<file path="src/rtl/if_fetch_pkg.sv">
// if_fetch_pkg: shared widths, reset level, fetch FSM encodings and PC helper
package if_fetch_pkg;
   localparam int INST_ADDR_BUS = 32;
   localparam int INST_BUS = 32;
   localparam int ENTRY_W = INST_ADDR_BUS + INST_BUS;
   localparam logic [INST_BUS-1:0] ZERO_WORD = '0;
   localparam logic RST_ENABLE = 1'b1;
   typedef enum logic [1:0] {
      FETCH_IDLE = 2'd0,
      FETCH_WAIT = 2'd1,
      FETCH_DISCARD = 2'd2
   } fetch_state_t;
   function automatic logic [INST_ADDR_BUS-1:0] pc_inc(input logic [INST_ADDR_BUS-1:0] a);
      return a + 32'd4;
   endfunction
endpackage

</file>
<file path="src/rtl/fetch_fifo.sv">
// fetch_fifo: synchronous {pc, inst} prefetch buffer; flush beats push and pop
module fetch_fifo
   import if_fetch_pkg::*;
#(
   parameter int DEPTH = 2
) (
   input  logic                     clk,
   input  logic                     rst,
   input  logic                     push,
   input  logic                     pop,
   input  logic                     flush,
   input  logic [ENTRY_W-1:0]       din,
   output logic [ENTRY_W-1:0]       head,
   output logic [$clog2(DEPTH):0]   count
);
   localparam int AW = $clog2(DEPTH);
   localparam int CW = AW + 1;
   logic [ENTRY_W-1:0] mem [DEPTH];
   logic [AW-1:0] wp, rp;
   assign head = mem[rp];
   always_ff @(posedge clk) begin
      if (rst == RST_ENABLE) begin
         wp <= '0;
         rp <= '0;
         count <= '0;
         for (int i = 0; i < DEPTH; i++) mem[i] <= '0;
      end else if (flush) begin
         wp <= '0;
         rp <= '0;
         count <= '0;
      end else begin
         if (push) begin
            mem[wp] <= din;
            wp <= wp + AW'(1);
         end
         if (pop) rp <= rp + AW'(1);
         count <= count + CW'(push) - CW'(pop);
      end
   end
   always_ff @(posedge clk) begin
      if (rst != RST_ENABLE && push && !flush)
         assert (count < CW'(DEPTH)) else $error("fetch_fifo push while full");
   end
endmodule

</file>
<file path="src/rtl/if_fetch.sv">
// if_fetch: PC generation, single-outstanding imem fetch FSM and prefetch buffer
module if_fetch
   import if_fetch_pkg::*;
#(
   parameter logic [31:0] RESET_PC = 32'h0000_0000,
   parameter int FIFO_DEPTH = 2
) (
   input  logic        clk,
   input  logic        rst,
   output logic        imem_req,
   output logic [31:0] imem_addr,
   input  logic        imem_ack,
   input  logic [31:0] imem_rdata,
   input  logic        stall,
   input  logic        branch_flag,
   input  logic [31:0] branch_target,
   output logic [31:0] if_pc,
   output logic [31:0] if_inst,
   output logic        if_valid
);
   localparam int CW = $clog2(FIFO_DEPTH) + 1;
   fetch_state_t st, st_n;
   logic [INST_ADDR_BUS-1:0] pc, pc_n, req_addr, ra_n, tgt;
   logic [CW-1:0] count, cnt_nx;
   logic [ENTRY_W-1:0] head;
   logic push, pop, room;
   assign tgt = {branch_target[31:2], 2'b00};
   assign if_valid = count != '0;
   assign if_pc = head[ENTRY_W-1:INST_BUS];
   assign if_inst = head[INST_BUS-1:0];
   assign imem_req = st != FETCH_IDLE;
   assign imem_addr = req_addr;
   assign pop = if_valid && !stall && !branch_flag;
   assign push = st == FETCH_WAIT && imem_ack && !branch_flag;
   // one request outstanding, so room is judged after this cycle's push/pop
   assign cnt_nx = count + CW'(push) - CW'(pop);
   assign room = cnt_nx < CW'(FIFO_DEPTH);
   fetch_fifo #(.DEPTH(FIFO_DEPTH)) u_fifo (
      .clk(clk),
      .rst(rst),
      .push(push),
      .pop(pop),
      .flush(branch_flag),
      .din({req_addr, imem_rdata}),
      .head(head),
      .count(count)
   );
   always_comb begin
      st_n = st;
      pc_n = branch_flag ? tgt : pc;
      ra_n = req_addr;
      case (st)
         FETCH_IDLE: begin
            ra_n = (!branch_flag && room) ? pc : req_addr;
            st_n = (!branch_flag && room) ? FETCH_WAIT : FETCH_IDLE;
         end
         FETCH_WAIT: begin
            if (branch_flag) st_n = imem_ack ? FETCH_IDLE : FETCH_DISCARD;
            else if (imem_ack) begin
               pc_n = pc_inc(req_addr);
               ra_n = room ? pc_inc(req_addr) : req_addr;
               st_n = room ? FETCH_WAIT : FETCH_IDLE;
            end
         end
         // address held on the bus until the abandoned fetch is acked
         FETCH_DISCARD: st_n = imem_ack ? FETCH_IDLE : FETCH_DISCARD;
         default: st_n = FETCH_IDLE;
      endcase
   end
   always_ff @(posedge clk) begin
      if (rst == RST_ENABLE) begin
         st <= FETCH_IDLE;
         pc <= RESET_PC;
         req_addr <= ZERO_WORD;
      end else begin
         st <= st_n;
         pc <= pc_n;
         req_addr <= ra_n;
      end
   end
endmodule
</file>
<file path="config.mk">
export PLATFORM = sky130hd
export DESIGN_NAME = if_fetch
export DESIGN_NICKNAME = d
export VERILOG_FILES = /design/src/rtl/if_fetch_pkg.sv /design/src/rtl/fetch_fifo.sv /design/src/rtl/if_fetch.sv
export SDC_FILE = /design/constraint.sdc
export NUM_CORES = 1
export LEC_CHECK = 0
export CAP_MARGIN = 10
export CORE_ASPECT_RATIO = 0.75
export CORE_MARGIN = 4
export CORE_UTILIZATION = 48
export CTS_CLUSTER_DIAMETER = 200
export CTS_CLUSTER_SIZE = 24
export DETAILED_ROUTE_END_ITERATION = 12
export GPL_ROUTABILITY_DRIVEN = 1
export GPL_TIMING_DRIVEN = 0
export PLACE_DENSITY = 0.74
export SKIP_CTS_REPAIR_TIMING = 1
export SLEW_MARGIN = 20
export SYNTH_ARGS = -nofsm -noshare
export SYNTH_HDL_FRONTEND = slang
export SYNTH_SLANG_ARGS = --single-unit
</file>
<file path="constraint.sdc">
create_clock -name clk -period 7.2 [get_ports clk]
set_clock_uncertainty 0.05 [all_clocks]
set_input_delay 1.44 -clock clk [delete_from_list [all_inputs] [get_ports clk]]
set_output_delay 1.44 -clock clk [all_outputs]
set_load 0.01 [all_outputs]
</file>
==> impl_metrics.toml <==
[floorplanning]
coreArea_sq_mm = 0.0195
die_area_sq_mm = 0.0224
fp-row-count = 44
start_util_pct = 49.3
die_height_um = 131
die_w_um = 171
io_pins = 167

[logic_synthesis]
synth_ff_type = "edfxtp_1"
synth_area_sq_mm = 0.00962
synth-edff-count = 128
async_flop_share_pct = 0
syn_avg_cell_area_sq_um = 10.7
ys_seq_elements = 199
yosysWarnings = 0
synthCells = 896
synth_cell_types = 65
syn_nets = 968
synth_seq_area_share_pct = 54.8

[cells_and_area]
layout.nets = 1156
seqCellArea_sq_mm = 0.00527
final_common_cell = "clkdlybuf4s50_1"
drive_gt1_share_pct = 11.6
fin_cells = 1350
syn_to_final_growth_pct = 27.7
antennaDiodeCount = 0
multi_input_area_sq_mm = 0.00400
nFillCells = 1589
layout_common_cells = "clkdlybuf4s50_1, and2_1, edfxtp_1"

[grt]
grt_pass1_wl_mm = 42.1
grt-ovfl-total = 0
grtUsageTotal_pct = 24.8
grt_max_degree = 44
grt_pass1_vias = 7448
antenna_found_initial = 0

[setup_path]
path_delay_family = "buffers and inverters"
arrival_ns = 5.84
r2r_end = "imem_addr[6]"
path_cells = "clkdlybuf4s50_1 -> clkbuf_1 -> buf_2 -> buf_1 -> nor3_1 -> ha_1 -> inv_1 -> ha_1 -> xnor3_1 -> o211a_1 -> clkbuf_1 -> clkbuf_1 -> o21ai_0 -> a21oi_1"
path_max_fanout = 10
regToRegSetupSlack_ns = 3.50
ff2ff_path_depth = 9
r2r-start = "st[0]"
cp.required_ns = 7.51
path_buf_inv = 7
start_kind = "primary input"
slowest_stage = "clkdlybuf4s50_1"
max_stage_delay_ns = 0.57
crit_path_end_kind = "register"
crit_path_frequent_cell = "clkbuf_1"
path_class = "primary input to register"

[routing]
drc_errors = 0
route.vias.total = 7750
drtIter0Drc = 811
firstDrtPassIters = 6
antenna_left = 0
wl_per_cell_um = 20.4
drt-total-wl_mm = 27.5
vias_per_cell = 5.74

[clock_tree]
cts_buffers = 17
cts_tree = "done"
clkSinkCount = 199
clkLatencyLatePin_ns = 0.44
root_buffer = "clkbuf_16"
clkTransAtPathRegs_ns = 0.07
cts.htree.levels = 4
clockBufferDepth = 2

[run]
cap_violations = 0

[placement]
place_ws_ns = 1.40
gp_congestion = 0.960
dp_hpwl_mm = 19.7
port_buffers = 163
dpl.cell_count = 1318

[timing]
finalSetupViolCount = 0
slew_viol_final = 0
setup_ws_ns = 1.66
rsz0062_at_grt = "no"
final_hold_viol_count = 0
finalCriticalPeriod_ns = 5.54
slew_headroom_pct = 45.7
worst_pin_slew_ns = 0.808
min_period_over_period_pct = 76.9
fmax_ghz = 0.181

[pwr]
total_power_mw = 2.58
vdd_drop_max_uv = 119
leakage_nw = 4.41
p_per_area_mw_per_mm2 = 210

[hold_path]
hold_end = "imem_addr[1]"
min-delay-start = "pc[1]"
hold-path-cell-count = 2
hp-class = "register to register"

[outcome]
run_status = "finished, final reports clean"
[flip-flops by register name, indices dropped and copies added, names as in the netlist, named ones only]
name          count
u_fifo.mem      128
imem_addr        32
pc               32
st                2
u_fifo.count      2
u_fifo.rp         1
u_fifo.wp         1
[area by class of cell]
class	count	area share [%]
clock buffers	17	3.46
inverters	9	0.275
plain buffers	77	2.69
repair buffers	169	14.1
well taps	253	2.58
clock inverters	15	1.48
flip-flops and latches	199	42.9
multi-input cells	611	32.6
[metal layers]
metal  global-route usage [%]  vias up  routed length [um]
met1                     35.8     3655               12100
met2                     37.2      435               12000
met5                        0        -                   0
met4                     6.85        0                 577
met3                     6.68       56                2830
li1                         -     3604                   -
[cells in the mapped netlist (6+ instances only)]
| cell | instances | area [sq um] |
|---|---|---|
| a22oi_1 | 10 | 75.1 |
| nor3_1 | 17 | 85.1 |
| mux2_2 | 64 | 721 |
| nand4_1 | 12 | 75.1 |
| and4_1 | 6 | 52.6 |
| edfxtp_1 | 128 | 3840 |
| clkbuf_1 | 61 | 229 |
| o31ai_1 | 7 | 52.6 |
| a21oi_1 | 42 | 210 |
| inv_1 | 9 | 33.8 |
| o21ai_0 | 37 | 185 |
| and3_1 | 10 | 62.6 |
| buf_2 | 8 | 40.0 |
| nand3_1 | 15 | 75.1 |
| xnor2_1 | 16 | 140 |
| dfxtp_1 | 71 | 1420 |
| nor4_1 | 9 | 56.3 |
| o22ai_1 | 6 | 37.5 |
| and2_1 | 129 | 807 |
| nor2_1 | 62 | 233 |
| nand2b_1 | 6 | 37.5 |
| nand2_1 | 67 | 251 |
[through the flow]
| step | TNS [ns] | instance area [sq um] | hold slack [ns] | utilization (%) |
|---|---|---|---|---|
| after floorplan | 0 | 9620 | 0.382 | - |
| after global placement | -46.72 | 11600 | 0.392 | 59.4 |
| after detailed placement | 0 | 11700 | 0.390 | 59.9 |
| after CTS | 0 | 12300 | 0.402 | 63.0 |
| after global routing | 0 | 12300 | 0.422 | 63.0 |
| final | 0 | 12300 | 0.408 | 63.0 |
[worst max path at each step]
| stage | start | end | cells past startpoint |
|---|---|---|---|
| after floorplan | imem_ack | u_fifo.mem[0][0] | 3 |
| after global placement | imem_ack | u_fifo.mem[0][41] | 4 |
| after detailed placement | branch_flag | imem_addr[6] | 14 |
| after CTS | branch_flag | imem_addr[6] | 14 |
| after global routing | branch_flag | imem_addr[5] | 14 |
| final | branch_flag | imem_addr[6] | 14 |
[where the power goes]
part | internal, mW | leakage (nW) | switching (mW) | total [mW]
Clock | 0.528 | 0.292 | 0.466 | 0.994
Combinational | 0.142 | 2.22 | 0.158 | 0.301
Sequential | 1.26 | 1.90 | 0.0267 | 1.29
[logic make-up after synthesis]
| group | Yosys count | share of synthesized area [%] |
|---|---|---|
| AND/OR/NAND/NOR | 362 | 20.5 |
| buffers and inverters | 86 | 3.79 |
| adder cells (fa/ha/maj) | 3 | 0.390 |
| AO/OA/AOI/OAI | 157 | 10.6 |
| multiplexers | 67 | 7.81 |
| flip-flops | 199 | 54.8 |
| XOR/XNOR | 22 | 2.15 |
[worst min-delay path, stage by stage (launching register included)]
cell	delay (ns)
dfxtp_1	0.31
nand2_1	0.05
a21oi_1	0.05
(Power assumes the default switching activity.)
